<file path="config.mk">
export PLATFORM = sky130hd
export DESIGN_NAME = truth_table_sweeper
export DESIGN_NICKNAME = d
export VERILOG_FILES = /design/src/rtl/truth_table_sweeper.sv
export SDC_FILE = /design/constraint.sdc
export NUM_CORES = 1
export LEC_CHECK = 0
export CORE_MARGIN = 1.5
export CORE_UTILIZATION = 55
export DETAILED_ROUTE_END_ITERATION = 10
export HOLD_SLACK_MARGIN = 0.12
export PLACE_DENSITY = 0.95
export SETUP_SLACK_MARGIN = 0.1
export SLEW_MARGIN = 0
export SYNTH_ARGS = -nofsm -noshare
export SYNTH_HDL_FRONTEND = slang
export SYNTH_SLANG_ARGS = --single-unit
</file>
<file path="constraint.sdc">
create_clock -name clk -period 3.8 [get_ports clk]
set_clock_uncertainty 0.1 [all_clocks]
set_input_delay 0.76 -clock clk [delete_from_list [all_inputs] [get_ports clk]]
set_output_delay 0.76 -clock clk [all_outputs]
set_load 0.03 [all_outputs]
</file>
<file path="src/rtl/truth_table_sweeper.sv">
// truth_table_sweeper
// Walks a 4-input combinational block through all input vectors in ascending
// order. It waits SETTLE cycles after each vector change, samples f_in into a
// captured truth table, and scores the capture against an expected table that
// is latched at start.
//
// Ports
//   clk, rst_n      clock, asynchronous active-low reset
//   start, abort    begin a sweep (IDLE only) / abandon a running sweep
//   expected        expected truth table, latched on start
//   f_in            output of the function block under control
//   vec_out         input vector driven to the block ({a,b,c,d}, a is MSB)
//   busy, done      sweep in progress / one-cycle completion pulse
//   table_out       captured truth table (bit i = f for vector i)
//   mismatch_count  number of captured bits differing from expected
//   first_fail      lowest mismatching vector, valid with fail_valid
//   fail_valid      at least one mismatch recorded
//   pass            last completed sweep had no mismatches
//
// state | meaning
// IDLE  | waiting for start; results of the last sweep are held
// RUN   | driving vec_out, counting settle cycles, sampling f_in
module truth_table_sweeper #(
  parameter int N_IN   = 4,
  parameter int SETTLE = 2
) (
  input  logic                 clk,
  input  logic                 rst_n,
  input  logic                 start,
  input  logic                 abort,
  input  logic [2**N_IN-1:0]   expected,
  input  logic                 f_in,
  output logic [N_IN-1:0]      vec_out,
  output logic                 busy,
  output logic                 done,
  output logic [2**N_IN-1:0]   table_out,
  output logic [N_IN:0]        mismatch_count,
  output logic [N_IN-1:0]      first_fail,
  output logic                 fail_valid,
  output logic                 pass
);

  localparam int              W        = 2**N_IN;
  localparam logic [N_IN-1:0] LAST_IDX = N_IN'(W - 1);
  localparam logic [3:0]      SETTLE_C = 4'(SETTLE);

  typedef enum logic {IDLE, RUN} state_t;

  state_t            state_q, state_d;
  logic [3:0]        cnt_q, cnt_d;
  logic [N_IN-1:0]   idx_q, idx_d;
  logic [W-1:0]      exp_q, exp_d;
  logic [W-1:0]      table_q, table_d;
  logic [N_IN:0]     mm_q, mm_d;
  logic [N_IN-1:0]   ff_q, ff_d;
  logic              fv_q, fv_d;
  logic              pass_q, pass_d;
  logic              done_q, done_d;

  always_ff @(posedge clk or negedge rst_n) begin
    if (!rst_n) begin
      state_q <= IDLE;
      cnt_q   <= '0;
      idx_q   <= '0;
      exp_q   <= '0;
      table_q <= '0;
      mm_q    <= '0;
      ff_q    <= '0;
      fv_q    <= 1'b0;
      pass_q  <= 1'b0;
      done_q  <= 1'b0;
    end else begin
      state_q <= state_d;
      cnt_q   <= cnt_d;
      idx_q   <= idx_d;
      exp_q   <= exp_d;
      table_q <= table_d;
      mm_q    <= mm_d;
      ff_q    <= ff_d;
      fv_q    <= fv_d;
      pass_q  <= pass_d;
      done_q  <= done_d;
    end
  end

  always_comb begin
    state_d = state_q;
    cnt_d   = cnt_q;
    idx_d   = idx_q;
    exp_d   = exp_q;
    table_d = table_q;
    mm_d    = mm_q;
    ff_d    = ff_q;
    fv_d    = fv_q;
    pass_d  = pass_q;
    done_d  = 1'b0;

    unique case (state_q)
      IDLE: begin
        if (start) begin
          state_d = RUN;
          cnt_d   = '0;
          idx_d   = '0;
          exp_d   = expected;
          table_d = '0;
          mm_d    = '0;
          ff_d    = '0;
          fv_d    = 1'b0;
          pass_d  = 1'b0;
        end
      end
      RUN: begin
        // Abort wins over a sample in the same cycle; partial results stay.
        if (abort) begin
          state_d = IDLE;
          cnt_d   = '0;
          idx_d   = '0;
        end else if (cnt_q == SETTLE_C) begin
          table_d[idx_q] = f_in;
          if (f_in != exp_q[idx_q]) begin
            mm_d = mm_q + (N_IN+1)'(1);
            if (!fv_q) begin
              ff_d = idx_q;
              fv_d = 1'b1;
            end
          end
          if (idx_q == LAST_IDX) begin
            state_d = IDLE;
            idx_d   = '0;
            cnt_d   = '0;
            done_d  = 1'b1;
            pass_d  = (mm_d == '0);
          end else begin
            idx_d = idx_q + N_IN'(1);
            cnt_d = '0;
          end
        end else begin
          cnt_d = cnt_q + 4'd1;
        end
      end
      default: state_d = IDLE;
    endcase
  end

  assign vec_out        = idx_q;
  assign busy           = (state_q == RUN);
  assign done           = done_q;
  assign table_out      = table_q;
  assign mismatch_count = mm_q;
  assign first_fail     = ff_q;
  assign fail_valid     = fv_q;
  assign pass           = pass_q;

endmodule

</file>
==> flow_results.org <==
** Critical path
- Critical path capture point :: first_fail[2]
- The largest single stage delay on the critical path is around 0.63 ns.
- Worst EP arrival :: 3.11 ns
- Tracing the worst setup path back leads to its startpoint at vec_out[0].
- Critical path peak fanout :: 12
- The slowest stage of the critical path is the dfrtp_1 cell.
- Traced cell by cell, the critical path runs through mux4_1 -> mux4_2 -> xor2_1 -> buf_4 -> or2b_1 -> o311ai_0.
- The worst register-to-register path ends at first_fail[2].
- The worst setup path is launched from a register.
- Cells on worst reg2reg path :: 6
- Worst Path Class, Setup :: register to register
- The setup check on the worst reg-to-reg path leaves a slack of slightly below 0.8 ns.
- In this run the critical register-to-register path is launched from vec_out[0].
- Worst path required time :: just under 4 ns
- The worst setup path is captured at a register.

** Final layout
- Synth-to-layout area growth :: 25.3%
- Summing all multi-input logic gate instances after layout gives 1240 sq um.
- The finished cells cover about 3300 sq um.
- Count of non-filler cells in the finished layout :: 356
- Registers take around 1300 sq um.
- After the last flow step, the layout net total stands at 329.
- Fill cells in the final layout number roughly 330.
- The number of antenna diodes in the final layout is 0.
- Leading cell type in the layout, fill and taps excluded :: dfrtp_1
- The post-route netlist has roughly an eighth of its cells at a drive strength greater than 1.
- In the layout the commonest cells are dfrtp_1 (53), clkdlybuf4s50_1 (52), o21ai_0 (44).

** Drt
- Pre-antenna DRT Iters :: 4
- Overall routed net length :: 5800 um
- The count of nets left with antenna violations once routing finished came out at 0.
- In the routed design, unresolved DRC markers number 0.
- The detailed router finished its first iteration with approximately 190 violations.
- The routed layout has approximately 2100 vias.
- Routed length per placed instance :: 16.3 um
- After detailed routing, the number of vias per cell comes to about 5.9.

** Worst hold path
- Path type of the worst min-delay path :: primary input to async pin

** STA
- After layout, the worst path uses slightly below 80% of the clock period.
- The max-slew violation count came to 0.
- Endpoints failing hold :: 0
- Setup repair after global routing left no endpoint under its margin.
- Setup violations remaining at the end of the flow were counted as 0.
- For the finished layout, the period the worst path requires is roughly 3.0 ns.
- In the final timing run, aggregate negative setup slack is 0 ns.
- For the pin with the worst max-slew slack, the measured transition is 0.555 ns.
- Max-slew headroom at the worst pin :: a little over three fifths
- Fmax :: 331 MHz

** Logic synthesis
- Summing the areas of all and, or, nand and nor instances in the mapped netlist gives between 10% and 20% of the synthesized area.
- Summing the areas of all xor and xnor instances in the mapped netlist gives approximately 1.6% of the synthesized area.
- In the synthesized netlist, mux cells make up roughly 12% of the area.
- Top cells by area in the synthesized netlist :: dfrtp_1 (50%), o21ai_0 (8.3%), mux2_2 (6.8%)
- Of the total synthesized cell area, the portion taken by full adders, half adders and majority gates is under 10%.
- Part of the Yosys area used for sequential elements :: 49.9%
- After synthesis, the largest family of logic cells by area is compound AO/OA/AOI/OAI gates.
- Complex-gate fraction of the synthesized area :: 17.7%
- Synthesized flop and latch total :: 53
- Mean instance size in the synthesized netlist :: roughly 11 sq um
- The Yosys step of the flow raised 0 warnings.
- Synthesis handed over a netlist of about 250 instances.
- Synthesized cell area :: around 2700 sq um
- Cell type contributing the most total cell area after synthesis :: dfrtp_1
- Fraction of synthesized cell area taken by the top area cell type :: between 40% and 50%
- After synthesis, the netlist uses 40 different library cells.
- Net count of the mapped netlist :: about 280

** Global routing
- Global routing used between 20 and 25% of the available tracks.
- Number of antenna violations at the first check in global routing :: 0
- Summed over all layers, the global routing overflow is 0.
- Vias in the first global route :: just over 2000
- Maximum number of pins on one net before global-route repair :: 31
- Wire length of the first global-routing pass :: 9720 um

** Die
- During I/O placement, the number of pins put on the boundary was 54.
- FP Rows :: 25
- Placeable core area :: around 4700 sq um
- Floorplan die width :: between 70 and 80 um
- For this configuration, the core starts out at a cell density of 56.6%.
- The floorplan step set the die height to 72.5 um.
- Die outline area :: 5260 sq um

** Clock network
- TritonCTS clock tree :: done
- Clock tree synthesis found a total of 53 sinks.
- Clock latency at the later pin of the worst-skew pair :: 0.31 ns
- The number of hold buffers added after CTS was 0.
- After clock tree synthesis, the repair step resized 0 gates.
- The clock passes through at most 2 buffers.
- The clock tree synthesis step divided the H-tree into 2 levels.
- CTS Buf Count :: 5
- Clock-pin slew on the worst setup and hold paths :: 0.09 ns
- Number of buffers inserted by post-CTS setup repair :: 0
- Root Driver :: clkbuf_8

** Placement
- The number of placed instances, taps included, is 348.
- IO buf count :: 53
- The HPWL after detailed placement is between 4000 and 5000 um.
- Routability Congestion :: around 0.83
- Instance area at placement :: ~3200 sq um

** Power and ir drop
- VDD sags by at most between 0.3 and 0.4 mV.
- Leakage Power :: between 1 and 1.5 nW
- Power spread over the standard cell area amounts to 629 nW/um^2.

** Run status
- The flow ran to the end, and the final reports show no timing, DRC or antenna violations.

** Run
- Across the run, the number of max-cap violations was 0.
registers in the layout, indices dropped and copies added, names as in the netlist:
| signal | flops |
|---|---|
| busy | 1 |
| cnt_q | 4 |
| done | 1 |
| exp_q | 16 |
| fail_valid | 1 |
| first_fail | 4 |
| mismatch_count | 5 |
| pass | 1 |
| table_out | 16 |
| vec_out | 4 |
synthesized netlist by cell type:
cell / count
a21oi_1: 2
and2_2: 2
nor2_1: 7
nand3_1: 11
o21ai_0: 44
nand3b_1: 1
clkbuf_1: 12
or3b_2: 1
a21o_1: 1
o21bai_1: 1
o311ai_0: 4
a21boi_0: 15
ha_1: 7
a41oi_1: 2
a211oi_1: 1
nor3_1: 1
inv_1: 5
and3_1: 1
nor3b_1: 2
a31oi_1: 1
or2b_1: 1
nor2b_1: 4
xnor2_1: 1
xor2_1: 4
mux4_2: 1
a21o_2: 1
or2_2: 2
a22oi_1: 1
nand2_1: 28
o31ai_1: 2
dfrtp_1: 53
and2_1: 1
mux2_2: 16
o22ai_1: 1
buf_6: 2
nand4_1: 1
nand2b_1: 3
o41ai_1: 1
mux4_1: 4
nor4b_2: 1
cells by family after synthesis:
logic type / count (synthesis)
adder cells (fa/ha/maj): 7
multiplexers: 21
XOR/XNOR: 5
buffers and inverters: 19
AO/OA/AOI/OAI: 77
flip-flops: 53
AND/OR/NAND/NOR: 67
cell type report:
type	count	area share (%)
Sequential cell	53	39.8
Multi-Input combinational cell	177	37.4
Timing Repair Buffer	59	17.1
Clock buffer	7	2.89
Tap cell	54	2.03
Inverter	5	0.564
Clock inverter	1	0.150
stage by stage:
step | hold WS [ns] | power, mW | setup WS, ns | utilization, %
after global placement | 0.365 | 1.70 | 1.00 | 68.8
after floorplan | 0.364 | 1.48 | 0.991 | -
after CTS | 0.334 | 2.09 | 0.778 | 71.0
final | 0.323 | 2.09 | 0.779 | 71.0
after global routing | 0.352 | 2.23 | 0.595 | 71.0
after detailed placement | 0.374 | 1.76 | 0.793 | 68.8
worst max-delay path: cells and delay by family (launching register included):
kind	cells	cell delay [ns]
flops	1	0.63
buf+inv	1	0.19
compound gates	1	0.38
xor+xnor	1	0.14
mux	2	1.13
simple gates	1	0.33
power by group:
part / internal [mW] / leakage (nW) / switching, mW
Clock: 0.165 / 0.0542 / 0.178
Sequential: 0.715 / 0.691 / 0.138
Combinational: 0.420 / 0.633 / 0.478
worst min-delay path by stage:
stage	startpoint	endpoint	cells after the start
final	rst_n	mismatch_count[2]	1
after global routing	rst_n	mismatch_count[2]	1
after CTS	rst_n	mismatch_count[2]	1
after detailed placement	table_out[15]	table_out[15]	2
after global placement	table_out[15]	table_out[15]	2
after floorplan	rst_n	busy	0
layer usage:
layer | vias up | wire [um] | track usage [%]
met5 | - | 0 | 0
met2 | 76 | 2850 | 40.1
met4 | 0 | 144 | 8.39
met3 | 11 | 317 | 5.56
li1 | 1000 | - | -
met1 | 1006 | 2490 | 31.7
(Power assumes the default switching activity.)
